--- config.mk ---
export PLATFORM = sky130hd
export DESIGN_NAME = tmds_channel_decoder
export DESIGN_NICKNAME = d
export VERILOG_FILES = /design/src/rtl/tmds_channel_decoder.sv
export SDC_FILE = /design/constraint.sdc
export NUM_CORES = 1
export LEC_CHECK = 0
export BUFFER_PORTS_ARGS = -buffer_cell sky130_fd_sc_hd__buf_4
export CORE_ASPECT_RATIO = 1.25
export CORE_MARGIN = 3
export CORE_UTILIZATION = 58
export CTS_CLUSTER_DIAMETER = 40
export DETAILED_ROUTE_END_ITERATION = 10
export PLACE_DENSITY = 0.81
export SLEW_MARGIN = 20
export SYNTH_ARGS = -nofsm -noshare
export SYNTH_HDL_FRONTEND = slang
export SYNTH_SLANG_ARGS = --single-unit
--- constraint.sdc ---
create_clock -name clk_i -period 3 [get_ports clk_i]
set_input_delay 0.6 -clock clk_i [delete_from_list [all_inputs] [get_ports clk_i]]
set_output_delay 0.6 -clock clk_i [all_outputs]
set_load 0.01 [all_outputs]
--- src/rtl/tmds_channel_decoder.sv ---
// TMDS receive channel: word alignment via ISERDES bitslip plus 10b->8b decode.
// Lock is declared after LockCount consecutive control tokens. Without lock,
// the aligner slips one bit every SearchWindow+1+SlipWait cycles. Lock is lost
// after MaxDataRun consecutive data symbols.
module tmds_channel_decoder #(
  parameter int LockCount    = 8,
  parameter int SearchWindow = 4096,
  parameter int SlipWait     = 3,
  parameter int MaxDataRun   = 4096
) (
  input  logic       clk_i,
  input  logic       rst_ni,
  input  logic [9:0] tmds_i,
  output logic       bitslip_o,
  output logic       locked_o,
  output logic [7:0] data_o,
  output logic       de_o,
  output logic [1:0] ctrl_o
);

  localparam int TokW  = $clog2(LockCount + 1);
  localparam int WinW  = $clog2(SearchWindow + 1);
  localparam int WaitW = $clog2(SlipWait + 1);
  localparam int RunW  = $clog2(MaxDataRun + 1);

  typedef enum logic [1:0] {SEARCH, SLIP, WAIT, LOCKED} state_t;

  state_t           state_q, state_d;
  logic [TokW-1:0]  tok_q, tok_d;
  logic [WinW-1:0]  win_q, win_d;
  logic [WaitW-1:0] wait_q, wait_d;
  logic [RunW-1:0]  run_q, run_d;

  logic       is_tok;
  logic [1:0] tok_val;
  logic [7:0] dsym;
  logic [7:0] dec;

  // Undo the optional inversion applied by the encoder (bit 9).
  assign dsym = tmds_i[9] ? ~tmds_i[7:0] : tmds_i[7:0];

  // Recognise the four DVI control tokens.
  always_comb begin
    is_tok  = 1'b1;
    tok_val = 2'b00;
    case (tmds_i)
      10'h354: tok_val = 2'b00;
      10'h0AB: tok_val = 2'b01;
      10'h154: tok_val = 2'b10;
      10'h2AB: tok_val = 2'b11;
      default: is_tok = 1'b0;
    endcase
  end

  // Undo the XOR/XNOR transition chain (bit 8 selects XOR).
  always_comb begin
    dec    = '0;
    dec[0] = dsym[0];
    for (int i = 1; i < 8; i++)
      dec[i] = tmds_i[8] ? (dsym[i] ^ dsym[i-1]) : ~(dsym[i] ^ dsym[i-1]);
  end

  // Aligner state and counters.
  always_ff @(posedge clk_i or negedge rst_ni) begin
    if (!rst_ni) begin
      state_q <= SEARCH;
      tok_q   <= '0;
      win_q   <= '0;
      wait_q  <= '0;
      run_q   <= '0;
    end else begin
      state_q <= state_d;
      tok_q   <= tok_d;
      win_q   <= win_d;
      wait_q  <= wait_d;
      run_q   <= run_d;
    end
  end

  // Next-state logic.
  // A lock-completing token wins over window expiry in the same cycle.
  always_comb begin
    state_d = state_q;
    tok_d   = tok_q;
    win_d   = win_q;
    wait_d  = wait_q;
    run_d   = run_q;
    case (state_q)
      SEARCH: begin
        win_d = win_q + 1'b1;
        tok_d = is_tok ? tok_q + 1'b1 : '0;
        if (is_tok && tok_q == TokW'(LockCount - 1)) begin
          state_d = LOCKED;
          tok_d   = '0;
          win_d   = '0;
          run_d   = '0;
        end else if (win_q == WinW'(SearchWindow - 1)) begin
          state_d = SLIP;
          tok_d   = '0;
          win_d   = '0;
        end
      end
      SLIP: begin
        state_d = WAIT;
        wait_d  = '0;
      end
      WAIT: begin
        if (wait_q == WaitW'(SlipWait - 1)) begin
          state_d = SEARCH;
          wait_d  = '0;
          tok_d   = '0;
          win_d   = '0;
        end else begin
          wait_d = wait_q + 1'b1;
        end
      end
      LOCKED: begin
        if (is_tok) begin
          run_d = '0;
        end else if (run_q == RunW'(MaxDataRun - 1)) begin
          state_d = SEARCH;
          run_d   = '0;
          tok_d   = '0;
          win_d   = '0;
        end else begin
          run_d = run_q + 1'b1;
        end
      end
      default: state_d = SEARCH;
    endcase
  end

  assign bitslip_o = (state_q == SLIP);
  assign locked_o  = (state_q == LOCKED);

  // Registered output stage.
  // Pixel data is gated by the state current when the symbol is sampled.
  always_ff @(posedge clk_i or negedge rst_ni) begin
    if (!rst_ni) begin
      data_o <= 8'h00;
      de_o   <= 1'b0;
      ctrl_o <= 2'b00;
    end else if (is_tok) begin
      data_o <= 8'h00;
      de_o   <= 1'b0;
      ctrl_o <= tok_val;
    end else begin
      de_o   <= locked_o;
      data_o <= locked_o ? dec : 8'h00;
    end
  end

endmodule

**After elaboration in Yosys (flattened, before gate mapping)**

Cells that the tools add are included.
Widths: inputs -> output; s select.

- Equal/unequal tests: 16
- Bitwise operators: 15
- Muxes and demuxes: 38
- Reductions and logical operators: 9
- $add $sub $neg: 4

Operators with widths:

| operator | number |
|---|---|
| $mux 13 | 8 |
| $pmux 13 s3 | 1 |
| $add 13x1->13 const B | 2 |
| $eq 13x12->1 const B | 2 |
| $pmux 13 s2 | 1 |
| $mux 4 | 6 |
| $mux 8 | 3 |
| $eq 10x10->1 const B | 2 |
| $mux 2 | 6 |
| $pmux 4 s3 | 1 |
| $eq 10x8->1 const B | 1 |
| $eq 10x9->1 const B | 1 |
| $mux 1 | 9 |
| $not 8->8 | 1 |
| $pmux 2 s4 | 1 |
| $reduce_and 4->1 | 2 |
| $not 1->1 | 7 |
| $xor 1x1->1 | 7 |
| $eq 2x2->1 const B | 3 |
| $ne 2x2->1 const B | 3 |
| $pmux 2 s3 | 1 |
| $add 4x1->4 const B | 1 |
| $eq 4x3->1 const B | 1 |
| $pmux 2 s2 | 1 |
| other kinds (10) | 11 |

- Word-level logic and storage cells: 90
- Register bits: 45

**Logic depth before layout (Yosys ltp)**

- Depth in word-level cells: 7
- Depth in mapped cells: 9
- Mapped depth without buffers: 7

**Least setup slack after synthesis**

OpenSTA, ideal clock, no wires.

- Path type: register -> register
- Start: register win_q[0]
- End: register win_q[9]
- Cell stages (with the launch flop): 9
- Period minus slack after synthesis: 2,097 ps
- Path slack: 903 ps
- Arrival: 2,015 ps
- Path through: dfrtp_1 -> ha_1 -> nand3_2 -> nor4_1 -> or3_1 -> buf_6 -> or3_4 -> or3_1 -> o21ai_0

- Cells in the longest elaborated chain, start to end: 4

Ends and longest elaborated chain:

| element | RTL line | source |
|---|---|---|
| from (decl) | 30 | `logic [WinW-1:0] win_q, win_d;` |
| from (signal assigned) | 74 | `win_q <= win_d;` |
| $add 13x1->13 / $eq 13x12->1 (equally long branches) | 90, 97 |  |
| $mux 13 * | 97 | `end else if (win_q == WinW'(SearchWindow - 1)) begin` |
| $mux 13 * | 92 | `if (is_tok && tok_q == TokW'(LockCount - 1)) begin` |
| $pmux 13 s3 * | 88 | `case (state_q)` |

Every way passes the cells marked *; elsewhere a longest branch is shown, timed or not.
A chain may end at the register's enable or synchronous reset.

**Worst setup path after layout**

- Start: register win_q[0]
- End: register win_q[4]

The elaborated chain is that of the path after synthesis.

==> metrics.txt <==
WP data required=3.24 ns; ANT nets after route=0; ys flop type=dfrtp_1; sequential fraction of the synthesis area=45.7%; Min Hold Slack=0.282 ns; CTS tree=done; Clock Path Buffers=2; Pwr Density=380 nW/um2; final WL=4810 um; H-tree levels=2; Netlist Area Pre-Place=2460 um2; outcome=finished, final reports clean; DRC viols=0; worst path arrival time=2.60 ns; Final Wtd Congestion=0.826; worst r2r src=win_q[0]; Worst R2R End=win_q[4]; # port buffers=24; CP max-delay cell=or3_1; yosys warns=0; Num CTS Buffers=5; # setup viols final=0; total track usage=21.3%; commonest non-fill, non-tap cell in the layout=dfrtp_1; CP startpoint=win_q[0]; layout cell share with drive strength beyond 1=15.0%; clock root buffer=clkbuf_8; Pwr Total=1.05 mW; vias in the first global route=1,934; class of the worst hold path=in -> async; DRT Pass-1 Iters=4; CTS Hold Buffers Added=0; Die Height=78.9 um; reg2reg path depth=7; slowest stage delay, CP=0.46 ns; area grow syn2layout=11.9%; Die W=64.3 um; DRT iter0 DRCs=163; Critical Path End Type=register; Netlist cell types=44; Rel. slew slack=42.3%; Syn Nets=287; DR vias=1,998; clock sink count=45; Max Fclk=424 MHz; critical-path cell list=ha_1 > nand3_2 > nor4_1 > or3_1 > nor2_2 > or4b_1 > nand3_1; Final Hold Viols=0; Die ar.=5070 um2; CORE AREA=3940 um2; Routed WL per cell=13.9 um; ys async rst share=100%; Fillers=320; Mapped Avg Cell Area=9.26 um2; Final min period=2.36 ns; initial antenna violation count=0; unrepaired setup endpoints after global routing=no; EDFF count, synth=0; total grt overflow=0; Mapped Cells=266; post-CTS sizing=0; Final TNS setup=0 ns; clock-pin slew on the worst setup and hold paths=0.09 ns; dpl cell area=2670 um2; first-pass GRT wire length=8650 um; Worst R2R Setup Slack=0.64 ns; Starting Density=62.5%; WS Path Type=reg -> reg; worst skew pair latency=0.30 ns; Worst-Margin Slew=0.863 ns; most frequent cells in the layout=dfrtp_1, o21ai_0, nand2_1; Max Cap Viol=0; final worst path period share=78.7%; #FFs+latches synth=45; post-route cell area=2760 um2; Worst setup SP type=register; Ant. Diodes=0; post-CTS setup buffer count=0; fin. max-slew vios=0; largest net degree at the start of global routing=46; Final nets=313; IO Count=25; Lkg Pwr=1.28 nW; top fanout value on the critical path=9; hpwl dp=3490 um; worst vdd ir=0.226 mV; row count=25; clk_skew=0.0105 ns; via-per-instance ratio=5.76
## power breakdown
part / switching, mW / leakage, nW / total, mW / internal [mW]
sequential: 0.00310 / 0.584 / 0.613 / 0.610
clock: 0.203 / 0.0450 / 0.365 / 0.162
combinational: 0.0373 / 0.652 / 0.0695 / 0.0321
total: 0.244 / 1.28 / 1.05 / 0.804
## synthesized netlist by cell type (2+ instances only)
| master | n | area [um2] |
|---|---|---|
| a21oi_1 | 4 | 20.0 |
| a31oi_1 | 4 | 25.0 |
| and2_1 | 3 | 18.8 |
| and3_1 | 7 | 43.8 |
| and4_1 | 2 | 17.5 |
| and4bb_2 | 3 | 37.5 |
| buf_2 | 3 | 15.0 |
| buf_6 | 3 | 33.8 |
| dfrtp_1 | 45 | 1130 |
| ha_1 | 9 | 113 |
| inv_1 | 13 | 48.8 |
| mux2i_1 | 2 | 20.0 |
| nand2_1 | 30 | 113 |
| nand2b_1 | 4 | 25.0 |
| nand3_1 | 10 | 50.1 |
| nand4_1 | 8 | 50.1 |
| nor2_1 | 22 | 82.6 |
| nor2b_1 | 2 | 12.5 |
| nor3_1 | 9 | 45.0 |
| nor4_1 | 2 | 12.5 |
| o211ai_1 | 2 | 15.0 |
| o21a_1 | 3 | 22.5 |
| o21ai_0 | 38 | 190 |
| o22ai_1 | 2 | 12.5 |
| o31ai_1 | 3 | 22.5 |
| o41ai_1 | 2 | 17.5 |
| or3_1 | 5 | 31.3 |
| xnor2_1 | 10 | 87.6 |
## state kept, by name (all words and copies together), names as in the netlist
signal	cells
wait_q	2
run_q	13
tok_q	4
data_o	8
ctrl_o	2
win_q	13
de_o	1
state_q	2
## layout make-up
| cell class | count | area (um2) | area share [%] |
|---|---|---|---|
| multi-input combinational | 201 | 1230 | 44.8 |
| sequential | 45 | 1130 | 40.9 |
| timing repair buffer | 26 | 195 | 7.08 |
| clock buffer | 6 | 72.6 | 2.63 |
| tap | 54 | 67.6 | 2.45 |
| inverter | 13 | 48.8 | 1.77 |
| clock inverter | 2 | 10.0 | 0.363 |
## worst max path at each step
stage / to / cells after the start
floorplan: win_q[9] / 8
global placement: run_q[9] / 8
detailed placement: run_q[6] / 8
CTS: win_q[4] / 7
global route: run_q[9] / 8
finish: win_q[4] / 7
## metrics by stage
stage	setup WS [ns]	instances	utilization, %
after floorplan	0.903	266	-
after global placement	0.508	339	67.8
after detailed placement	0.431	339	67.8
after CTS	0.651	347	69.9
after global routing	0.476	347	69.9
final	0.639	347	69.9
## worst max-delay path, delay by kind of cell, from the launching register on
| kind | cells | cell delay, ns |
|---|---|---|
| fa+ha+maj | 1 | 0.27 |
| flops | 1 | 0.44 |
| simple gates | 6 | 1.60 |
## per-layer routing
layer | share of wire, % | routed length (um) | vias to the layer above | track usage [%]
met4 | 1.2 | 57 | 0 | 6.34
met5 | 0 | 0 | - | 0
met1 | 44 | 2140 | 944 | 26.2
met2 | 50 | 2400 | 53 | 37.7
met3 | 4.7 | 224 | 6 | 4.10
li1 | - | - | 995 | -
## kinds of logic after synthesis
| family | share of synthesized area (%) |
|---|---|
| compound gates | 15.0 |
| xor+xnor | 3.91 |
| flops | 45.7 |
| fa+ha+maj | 4.57 |
| mux | 0.813 |
| buf+inv | 4.12 |
| simple gates | 25.9 |
(Power assumes the default switching activity.)
